## config.mk

```make
export PLATFORM = sky130hd
export DESIGN_NAME = rr_stats
export DESIGN_NICKNAME = d
export VERILOG_FILES = /design/src/rtl/alg_pkg.sv /design/src/rtl/seq_divider.sv /design/src/rtl/rr_stats.sv
export SDC_FILE = /design/constraint.sdc
export NUM_CORES = 1
export LEC_CHECK = 0
export CAP_MARGIN = 20
export CELL_PAD_IN_SITES_DETAIL_PLACEMENT = 1
export CELL_PAD_IN_SITES_GLOBAL_PLACEMENT = 2
export CORE_ASPECT_RATIO = 2
export CORE_MARGIN = 2
export CORE_UTILIZATION = 35
export CTS_BUF_LIST = sky130_fd_sc_hd__clkbuf_16
export DETAILED_ROUTE_END_ITERATION = 16
export MAX_ROUTING_LAYER = met4
export PLACE_DENSITY = 0.72
export SLEW_MARGIN = 40
export SYNTH_ARGS = -nofsm -noshare
export SYNTH_HDL_FRONTEND = slang
export SYNTH_HIERARCHICAL = 1
export SYNTH_SLANG_ARGS = --single-unit
```

## constraint.sdc

```tcl
create_clock -name i_clk -period 9.8 [get_ports i_clk]
set_input_delay 2.94 -clock i_clk [delete_from_list [all_inputs] [get_ports i_clk]]
set_output_delay 2.94 -clock i_clk [all_outputs]
set_load 0.02 [all_outputs]
```

## src/rtl/alg_pkg.sv

```systemverilog
// -----------------------------------------------------------------------------
// alg_pkg
// Shared definitions for the RR statistics datapath.
//   state_t       : control states of rr_stats
//   bpm_dividend  : 60 * sample rate, the numerator of the heart-rate division
// -----------------------------------------------------------------------------
package alg_pkg;

    typedef enum logic [2:0] {
        ST_IDLE,
        ST_ACCUM,
        ST_AVG,
        ST_DIVIDE,
        ST_DONE
    } state_t;

    // Samples per minute: dividing this by an RR interval in samples gives bpm.
    function automatic int unsigned bpm_dividend(input int unsigned fs_hz);
        return 60 * fs_hz;
    endfunction

endpackage

```

## src/rtl/seq_divider.sv

```systemverilog
// -----------------------------------------------------------------------------
// seq_divider
// Unsigned restoring divider, one quotient bit per enabled cycle, WIDTH cycles.
//   clk      : clock, rising edge
//   nrst     : asynchronous active-low reset
//   ce       : clock enable, all state holds when low
//   start    : loads dividend/divisor (sampled when ce=1)
//   dividend : numerator
//   divisor  : denominator, must be non-zero
//   done     : high in the enabled cycle that resolves the final bit
//   quotient : full quotient, valid while done is high
// -----------------------------------------------------------------------------
module seq_divider #(
    parameter int WIDTH = 22
) (
    input  logic             clk,
    input  logic             nrst,
    input  logic             ce,
    input  logic             start,
    input  logic [WIDTH-1:0] dividend,
    input  logic [WIDTH-1:0] divisor,
    output logic             done,
    output logic [WIDTH-1:0] quotient
);

    localparam int CNT_W = $clog2(WIDTH);
    localparam logic [CNT_W-1:0] LAST_STEP = CNT_W'(WIDTH - 1);

    logic [WIDTH-1:0] rem_reg;
    logic [WIDTH-1:0] rem_next;
    logic [WIDTH-1:0] quo_reg;
    logic [WIDTH-1:0] quo_next;
    logic [WIDTH-1:0] dvs_reg;
    logic [CNT_W-1:0] cnt_reg;
    logic             busy_reg;
    logic [WIDTH:0]   rem_shift;

    // The dividend is shifted out of quo_reg MSB-first while quotient bits
    // shift in at the bottom, so after WIDTH steps quo_reg holds the quotient.
    always_comb begin
        rem_shift = {rem_reg, quo_reg[WIDTH-1]};
        if (rem_shift >= {1'b0, dvs_reg}) begin
            rem_next = WIDTH'(rem_shift - {1'b0, dvs_reg});
            quo_next = {quo_reg[WIDTH-2:0], 1'b1};
        end else begin
            rem_next = rem_shift[WIDTH-1:0];
            quo_next = {quo_reg[WIDTH-2:0], 1'b0};
        end
    end

    always_ff @(posedge clk or negedge nrst) begin
        if (!nrst) begin
            rem_reg  <= '0;
            quo_reg  <= '0;
            dvs_reg  <= '0;
            cnt_reg  <= '0;
            busy_reg <= 1'b0;
        end else if (ce) begin
            if (start) begin
                rem_reg  <= '0;
                quo_reg  <= dividend;
                dvs_reg  <= divisor;
                cnt_reg  <= '0;
                busy_reg <= 1'b1;
            end else if (busy_reg) begin
                rem_reg <= rem_next;
                quo_reg <= quo_next;
                cnt_reg <= cnt_reg + CNT_W'(1);
                if (cnt_reg == LAST_STEP) begin
                    busy_reg <= 1'b0;
                end
            end
        end
    end

    // The quotient is presented from the combinational step so the consumer
    // can register it on the same edge that resolves the last bit.
    assign done     = busy_reg & ce & (cnt_reg == LAST_STEP);
    assign quotient = quo_next;

endmodule

```

## src/rtl/rr_stats.sv

```systemverilog
// -----------------------------------------------------------------------------
// rr_stats
// Moving average of the last NAVG RR intervals, heart rate in bpm and
// brady/tachy alarms.
//   i_clk               : clock, rising edge
//   i_nrst              : asynchronous active-low reset
//   i_ce                : clock enable, all state holds when low
//   i_rr_period         : RR interval in samples
//   i_rr_period_updated : one-cycle pulse qualifying i_rr_period
//   o_rr_avg            : mean of the last NAVG intervals
//   o_hr_bpm            : heart rate, saturated to all ones
//   o_hr_valid          : one-cycle pulse marking new o_hr_bpm / o_rr_avg
//   o_brady, o_tachy    : rate alarm levels, updated with o_hr_valid
//   o_busy              : processing an update
//   o_overrun           : sticky, a pending update was overwritten
// -----------------------------------------------------------------------------
module rr_stats
    import alg_pkg::*;
#(
    parameter int CTR_WIDTH = 22,
    parameter int NAVG      = 8,
    parameter int FS_HZ     = 360,
    parameter int HR_WIDTH  = 8,
    parameter int BRADY_BPM = 50,
    parameter int TACHY_BPM = 120
) (
    input  logic                 i_clk,
    input  logic                 i_nrst,
    input  logic                 i_ce,
    input  logic [CTR_WIDTH-1:0] i_rr_period,
    input  logic                 i_rr_period_updated,
    output logic [CTR_WIDTH-1:0] o_rr_avg,
    output logic [HR_WIDTH-1:0]  o_hr_bpm,
    output logic                 o_hr_valid,
    output logic                 o_brady,
    output logic                 o_tachy,
    output logic                 o_busy,
    output logic                 o_overrun
);

    localparam int LOG_N  = $clog2(NAVG);
    localparam int SUM_W  = CTR_WIDTH + LOG_N;
    localparam int FILL_W = $clog2(NAVG + 1);
    localparam int DCNT_W = $clog2(CTR_WIDTH);

    localparam logic [CTR_WIDTH-1:0] DIVIDEND  = CTR_WIDTH'(bpm_dividend(FS_HZ));
    localparam logic [HR_WIDTH-1:0]  HR_MAX    = '1;
    localparam logic [CTR_WIDTH-1:0] HR_MAX_W  = CTR_WIDTH'(HR_MAX);
    localparam logic [HR_WIDTH-1:0]  BRADY_L   = HR_WIDTH'(BRADY_BPM);
    localparam logic [HR_WIDTH-1:0]  TACHY_L   = HR_WIDTH'(TACHY_BPM);
    localparam logic [FILL_W-1:0]    FILL_FULL = FILL_W'(NAVG);
    localparam logic [DCNT_W-1:0]    DCNT_LAST = DCNT_W'(CTR_WIDTH - 1);

    state_t state_reg;
    state_t state_next;

    logic [CTR_WIDTH-1:0] ring [NAVG];
    logic [CTR_WIDTH-1:0] evict_reg;
    logic [CTR_WIDTH-1:0] cur_reg;
    logic [SUM_W-1:0]     sum_reg;
    logic [LOG_N-1:0]     ptr_reg;
    logic [FILL_W-1:0]    fill_reg;
    logic                 pend_valid_reg;
    logic [CTR_WIDTH-1:0] pend_data_reg;
    logic                 overrun_reg;
    logic [CTR_WIDTH-1:0] avg_work_reg;
    logic                 avg_zero_reg;
    logic [DCNT_W-1:0]    dcnt_reg;
    logic [CTR_WIDTH-1:0] rr_avg_reg;
    logic [HR_WIDTH-1:0]  hr_reg;
    logic                 brady_reg;
    logic                 tachy_reg;

    logic                 update;
    logic                 idle_en;
    logic                 accept;
    logic                 full_now;
    logic [FILL_W-1:0]    fill_inc;
    logic [SUM_W-1:0]     sum_next;
    logic [CTR_WIDTH-1:0] avg_next;
    logic                 div_start;
    logic                 div_done;
    logic                 div_last;
    logic [CTR_WIDTH-1:0] div_quotient;
    logic [HR_WIDTH-1:0]  hr_calc;

    assign update   = i_ce & i_rr_period_updated;
    assign idle_en  = i_ce & (state_reg == ST_IDLE);
    assign accept   = idle_en & (pend_valid_reg | i_rr_period_updated);
    assign full_now = (fill_reg == FILL_FULL);
    assign fill_inc = full_now ? fill_reg : fill_reg + FILL_W'(1);

    // Until the ring is full the slot being overwritten holds nothing real,
    // so the evicted value counts as zero.
    assign sum_next = sum_reg + SUM_W'(cur_reg) - (full_now ? SUM_W'(evict_reg) : '0);
    assign avg_next = sum_reg[SUM_W-1:LOG_N];

    // A zero average skips the divider but still spends CTR_WIDTH cycles in
    // DIVIDE so the result latency does not depend on the data.
    assign div_start = i_ce & (state_reg == ST_AVG) & (avg_next != '0);
    assign div_last  = avg_zero_reg ? (i_ce & (dcnt_reg == DCNT_LAST)) : div_done;
    assign hr_calc   = (avg_zero_reg || (div_quotient > HR_MAX_W)) ? HR_MAX
                                                                   : div_quotient[HR_WIDTH-1:0];

    seq_divider #(
        .WIDTH (CTR_WIDTH)
    ) u_div (
        .clk      (i_clk),
        .nrst     (i_nrst),
        .ce       (i_ce),
        .start    (div_start),
        .dividend (DIVIDEND),
        .divisor  (avg_next),
        .done     (div_done),
        .quotient (div_quotient)
    );

    always_ff @(posedge i_clk or negedge i_nrst) begin
        if (!i_nrst) begin
            state_reg <= ST_IDLE;
        end else begin
            state_reg <= state_next;
        end
    end

    always_comb begin
        state_next = state_reg;
        o_busy     = (state_reg != ST_IDLE);
        o_hr_valid = 1'b0;
        if (i_ce) begin
            case (state_reg)
                ST_IDLE: begin
                    if (pend_valid_reg || i_rr_period_updated) begin
                        state_next = ST_ACCUM;
                    end
                end
                ST_ACCUM: begin
                    state_next = (fill_inc == FILL_FULL) ? ST_AVG : ST_IDLE;
                end
                ST_AVG: begin
                    state_next = ST_DIVIDE;
                end
                ST_DIVIDE: begin
                    if (div_last) begin
                        state_next = ST_DONE;
                    end
                end
                ST_DONE: begin
                    state_next = ST_IDLE;
                    o_hr_valid = 1'b1;
                end
                default: begin
                    state_next = ST_IDLE;
                end
            endcase
        end
    end

    // Ring storage with registered read; the evicted entry is fetched in the
    // accept cycle so it is ready when ACCUM updates the sum.
    always_ff @(posedge i_clk) begin
        if (i_ce && state_reg == ST_ACCUM) begin
            ring[ptr_reg] <= cur_reg;
        end
        if (accept) begin
            evict_reg <= ring[ptr_reg];
        end
    end

    always_ff @(posedge i_clk or negedge i_nrst) begin
        if (!i_nrst) begin
            cur_reg        <= '0;
            sum_reg        <= '0;
            ptr_reg        <= '0;
            fill_reg       <= '0;
            pend_valid_reg <= 1'b0;
            pend_data_reg  <= '0;
            overrun_reg    <= 1'b0;
            avg_work_reg   <= '0;
            avg_zero_reg   <= 1'b0;
            dcnt_reg       <= '0;
            rr_avg_reg     <= '0;
            hr_reg         <= '0;
            brady_reg      <= 1'b0;
            tachy_reg      <= 1'b0;
        end else if (i_ce) begin
            // Pending entry takes priority in IDLE; a simultaneous new update
            // refills the slot just vacated, so nothing is lost.
            if (state_reg == ST_IDLE) begin
                if (pend_valid_reg) begin
                    cur_reg        <= pend_data_reg;
                    pend_valid_reg <= i_rr_period_updated;
                    if (i_rr_period_updated) begin
                        pend_data_reg <= i_rr_period;
                    end
                end else if (i_rr_period_updated) begin
                    cur_reg <= i_rr_period;
                end
            end else if (update) begin
                pend_valid_reg <= 1'b1;
                pend_data_reg  <= i_rr_period;
                if (pend_valid_reg) begin
                    overrun_reg <= 1'b1;
                end
            end

            case (state_reg)
                ST_ACCUM: begin
                    sum_reg  <= sum_next;
                    fill_reg <= fill_inc;
                    ptr_reg  <= ptr_reg + LOG_N'(1);
                end
                ST_AVG: begin
                    avg_work_reg <= avg_next;
                    avg_zero_reg <= (avg_next == '0);
                    dcnt_reg     <= '0;
                end
                ST_DIVIDE: begin
                    dcnt_reg <= dcnt_reg + DCNT_W'(1);
                    if (div_last) begin
                        rr_avg_reg <= avg_work_reg;
                        hr_reg     <= hr_calc;
                        brady_reg  <= (hr_calc < BRADY_L);
                        tachy_reg  <= (hr_calc > TACHY_L);
                    end
                end
                default: begin
                end
            endcase
        end
    end

    assign o_rr_avg  = rr_avg_reg;
    assign o_hr_bpm  = hr_reg;
    assign o_brady   = brady_reg;
    assign o_tachy   = tachy_reg;
    assign o_overrun = overrun_reg;

endmodule

```

# After elaboration in Yosys (flattened, before gate mapping)
# Memory sizes are Yosys's and may differ from the RTL's. A register that Yosys moved wholly into a read port is not among the register bits.
# Cells that the tools add are included.
[classes]
n_eq_ne = 12
mux = 32
addsub = 7
n_bitwise = 10
reduce_logical = 22
order_cmp = 4
[ops]
columns = ["op", "count"]
rows = [
  ["22-bit 2-to-1 mux", 11],
  ["25-bit by 22-bit adder with 25-bit output", 1],
  ["25-bit by 22-bit subtractor with 25-bit output", 1],
  ["23-bit by 22-bit greater-or-equal comparator with 1-bit output", 1],
  ["22-bit by 8-bit greater-than comparator with 1-bit output (second input constant)", 1],
  ["22-bit zero test", 1],
  ["22-bit nonzero test", 1],
  ["22-bit subtractor", 1],
  ["1-bit 2-to-1 mux", 12],
  ["3-bit one-hot mux with 4 select lines", 1],
  ["2-bit AND reduction", 6],
  ["5-bit by 1-bit adder with 5-bit output (second input constant)", 2],
  ["5-bit equality test (second input constant)", 2],
  ["5-bit 2-to-1 mux", 2],
  ["5-bit one-hot mux with 2 select lines", 1],
  ["3-bit AND reduction", 3],
  ["1-bit AND", 8],
  ["4-bit equality test (second input constant)", 2],
  ["8-bit by 7-bit greater-than comparator with 1-bit output (second input constant)", 1],
  ["8-bit by 6-bit less-than comparator with 1-bit output (second input constant)", 1],
  ["8-bit 2-to-1 mux", 1],
  ["4-bit AND reduction", 2],
  ["2-bit nonzero test", 4],
  ["3-bit by 2-bit equality test with 1-bit output (second input constant)", 2],
  ["15 further kinds", 19],
]
[totals]
ramBits = 176
in_bits = 26
mem_count = 1
out_inout_bits = 35
wordCells = 108
reg_bits = 213
[memory_table]
columns = ["name", "depth", "width", "rd", "rd_clocked_by_memory_dff", "wr", "line_no", "text"]
rows = [
  ["ring", 8, 22, 1, 1, 1, "rr_stats.sv:57", "logic [CTR_WIDTH-1:0] ring [NAVG];"],
]

# Logic depth before layout (Yosys ltp)
[depth]
ltp_word = 6
mapped_depth = 18

# Cells and area by module
# The synthesis kept the hierarchy.
[modules_own_cells]
columns = ["module", "area_each_um2", "cells_per_inst", "instances"]
rows = [
  ["rr_stats", 15208.3, 1072, 1],
  ["seq_divider", 4692.0, 522, 1],
]

# Worst setup path after synthesis
# No wires, ideal clock.
[synth_path]
kind = "input-to-output"
startpoint = "in i_ce"
endpoint = "out o_hr_valid"
stages = 3
n_path_buf = 1
t_arrival_ps = 3604
path_slack_ps = 3256
path_cell_list = "buf_2 > nand2_1 > nor3_1"
[synth_via]
elab_chain_len = 1
[synth_rtl]
columns = ["element", "line_no", "text"]
rows = [
  ["start: declaration", "rr_stats.sv:29", "input logic i_ce,"],
  ["1-bit 2-to-1 mux", "rr_stats.sv:130", "if (i_ce) begin"],
  ["end: declaration", "rr_stats.sv:34", "output logic o_hr_valid,"],
]
# Every way passes these cells.

# Worst setup path after layout
# Same ends and word-level chain as after synthesis.

==> metrics.md <==
| Metric | Value |
|---|---|
| Sequential Area | 11,300 um2 |
| Final instance area | 22,600 um2 |
| DRC errors left | 0 |
| Largest net degree at the start of global routing | 103 |
| IR drop worst, VDD | 163 uV |
| Crit. End Element | output port |
| Slowest stage delay, CP | 0.64 ns |
| Layout cells sized above 1 | 0.156 |
| CP dominant cell by count | clkdlybuf4s50_1 |
| Finish-stage setup viols | 0 |
| Final layout net count | 1,749 |
| Die height | 341 um |
| Insertion delay to the later sink of the worst-skew pair | 0.55 ns |
| Post-route ant nets | 0 |
| Hpwl dp | 34,200 um |
| Fraction of registers with async set/reset | 0.518 |
| Vias | 12,400 |
| Max-Cap Viols | 0 |
| GRT Util Overall | 0.174 |
| Overall Power | 8.31 mW |
| Top area cells in the synthesized netlist | edfxtp_1 30%, dfrtp_1 27%, mux2_2 5.2% |
| Primary FF master, synth | dfrtp_1 |
| TritonCTS clock tree | built |
| Wire length per cell | 20.0 um |
| # rows | 123 |
| Synth Instances | 1,594 |
| Skew final | 0.0177 ns |
| Via/cell ratio | 5.11 |
| Aggregate routed wire length | 48,400 um |
| Worst Max-Slew Pin Slew | 0.798 ns |
| Area Growth Syn to Fin | 13.8% |
| Cts repair resizes | 0 |
| Core area | 56,200 um2 |
| Vias in the first global route | 13,800 |
| Worst path required time | 6.86 ns |
| CTS root buffer | clkbuf_16 |
| Initial antenna violation count | 0 |
| TNS Setup | 0 ns |
| GRT overflow | 0 |
| RePlAce Congestion | 0.821 |
| Area of the multi-input gates | 7770 um2 |
| Clock Sinks | 411 |
| Post-synthesis register bit count | 411 |
| RSZ-0062 raised after global routing | no |
| Max reg flops | 176 |
| Ant diodes | 0 |
| Clk buf depth | 3 |
| WP data arrival | 4.29 ns |
| Total CTS buffers | 38 |
| Final hold vios | 0 |
| Mapped Avg Cell Area | 12.5 um2 |
| DRT iter0 DRCs | 493 |
| Port Buffer Count | 60 |
| EDFF count, synth | 198 |
| Synth cell types | 78 |
| Die span in x | 173 um |
| First-pass GRT wire length | 78,300 um |
| Worst setup path class | in -> out |
| Placed cell area | 21,400 um2 |
| Fill cells | 5,887 |
| Cell taking the most area after synthesis | edfxtp_1 |
| Synthesized area | 19,900 um2 |
| DR pass1 iterations | 6 |
| Io pins | 61 |
| Min Tclk post-route | 7.23 ns |
| CTS H-tree lvls | 2 |
| Crit start category | primary input |
| LEAKAGE | 8.97 nW |
| Max Freq | 138 MHz |
| Slowest cell on crit path | clkdlybuf4s50_1 |
| CP cell instances | clkdlybuf4s50_1 -> nand2_1 -> nor3_1 -> clkdlybuf4s50_1 |
| Status | completed |
| Clock transition at path regs | 0.06 ns |
| Share of the synthesized area in the top cell type | 0.299 |
| Pwr/cell area | 367 nW/um2 |
| Worst hold path class | reg -> reg |
| Post-CTS setup buffers | 0 |
| Die ar. | 58,900 um2 |
| Max-slew headroom | 0.467 |
| Synthesis Warnings | 6 |
| Cts hold-fix bufs | 0 |
| Seq/Total Area, Yosys | 0.567 |
| Final period util | 0.737 |
| Crit Path Max Fanout | 2 |
| Max Slew Vio Count | 0 |
| Initial core utilization | 0.354 |
[logic make-up (layout without fill, tap and decap cells)]
logic type	after synthesis	after routing	share of synthesized area
mux	180	180	0.125
fa+ha+maj	78	78	0.0577
flops	411	411	0.567
compound gates	316	316	0.101
simple gates	328	328	0.0778
other cells	2	22	0.000377
xor+xnor	48	48	0.0211
buf+inv	231	289	0.0505
[routing by layer]
metal / GRT usage / wire [um] / up-vias
met5: - / 0 / -
met4: 0.0582 / 1400 / 0
met3: 0.0149 / 904 / 71
met2: 0.341 / 28000 / 153
met1: 0.180 / 18100 / 6349
li1: - / - / 5814
[critical path, delay by kind of cell]
| family | cells | cell delay [ns] |
|---|---|---|
| buffers and inverters | 2 | 1.12 |
| and+or+nand+nor | 2 | 0.23 |
[area by class of cell]
class / instances / share of cell area
clock buffers: 39 / 0.0431
multi-input cells: 972 / 0.343
inverters: 134 / 0.0222
well taps: 750 / 0.0415
clock inverters: 28 / 0.0115
repair buffers: 88 / 0.0403
flip-flops and latches: 411 / 0.498
[Yosys cell counts (28+ instances only)]
cell and instances:
mux4_2 44, nand2_1 102, o21ai_0 63, inv_1 134, nor2_1 87, clkbuf_1 48, a21oi_1 96, mux2_2 92
edfxtp_1 198, o22ai_1 43, ha_1 55, dfrtp_1 213, nor3_1 28
[report_power, final]
part / switching, mW / internal, mW
Clock: 0.659 / 0.856
Combinational: 2.27 / 1.68
Sequential: 0.455 / 2.38
Total: 3.39 / 4.92
[through the flow]
step | setup WS [ns] | hold slack [ns] | cells | utilization
global placement | 2.56 | 0.464 | 2351 | 0.379
finish | 2.57 | 0.482 | 2422 | 0.403
detailed placement | 2.57 | 0.467 | 2355 | 0.381
global route | 2.53 | 0.503 | 2422 | 0.403
CTS | 2.55 | 0.489 | 2422 | 0.403
floorplan | 3.26 | 0.450 | 1614 | -
[final timing paths]
| check | from | endpoint | slack, ns | depth (start not counted) |
|---|---|---|---|---|
| min | pend_data_reg[4] | pend_data_reg[4] | 0.48 | 1 |
| max reg2reg | fill_reg[0] | sum_reg[17] | 5.69 | 16 |
| min reg2reg | pend_data_reg[4] | pend_data_reg[4] | 0.48 | 1 |
| max | i_ce | o_hr_valid | 2.57 | 4 |
| min in group asynchronous | i_nrst | ptr_reg[2] | 2.28 | 1 |
| max in group asynchronous | i_nrst | sum_reg[17] | 6.48 | 2 |
[cells in the final DEF, fill, tap and decap left out, types with 39 or more instances in the layout]
| cell | netlist | final |
|---|---|---|
| edfxtp_1 | 198 | 198 |
| a21oi_1 | 96 | 96 |
| clkdlybuf4s50_1 | 0 | 59 |
| nand2_1 | 102 | 100 |
| ha_1 | 55 | 55 |
| mux2_2 | 92 | 92 |
| dfrtp_1 | 213 | 209 |
| inv_1 | 134 | 140 |
| mux4_2 | 44 | 44 |
| o22ai_1 | 43 | 43 |
| clkbuf_16 | 0 | 39 |
| o21ai_0 | 63 | 62 |
| nor2_1 | 87 | 83 |
Note: power is estimated with default switching activity, not from simulation.
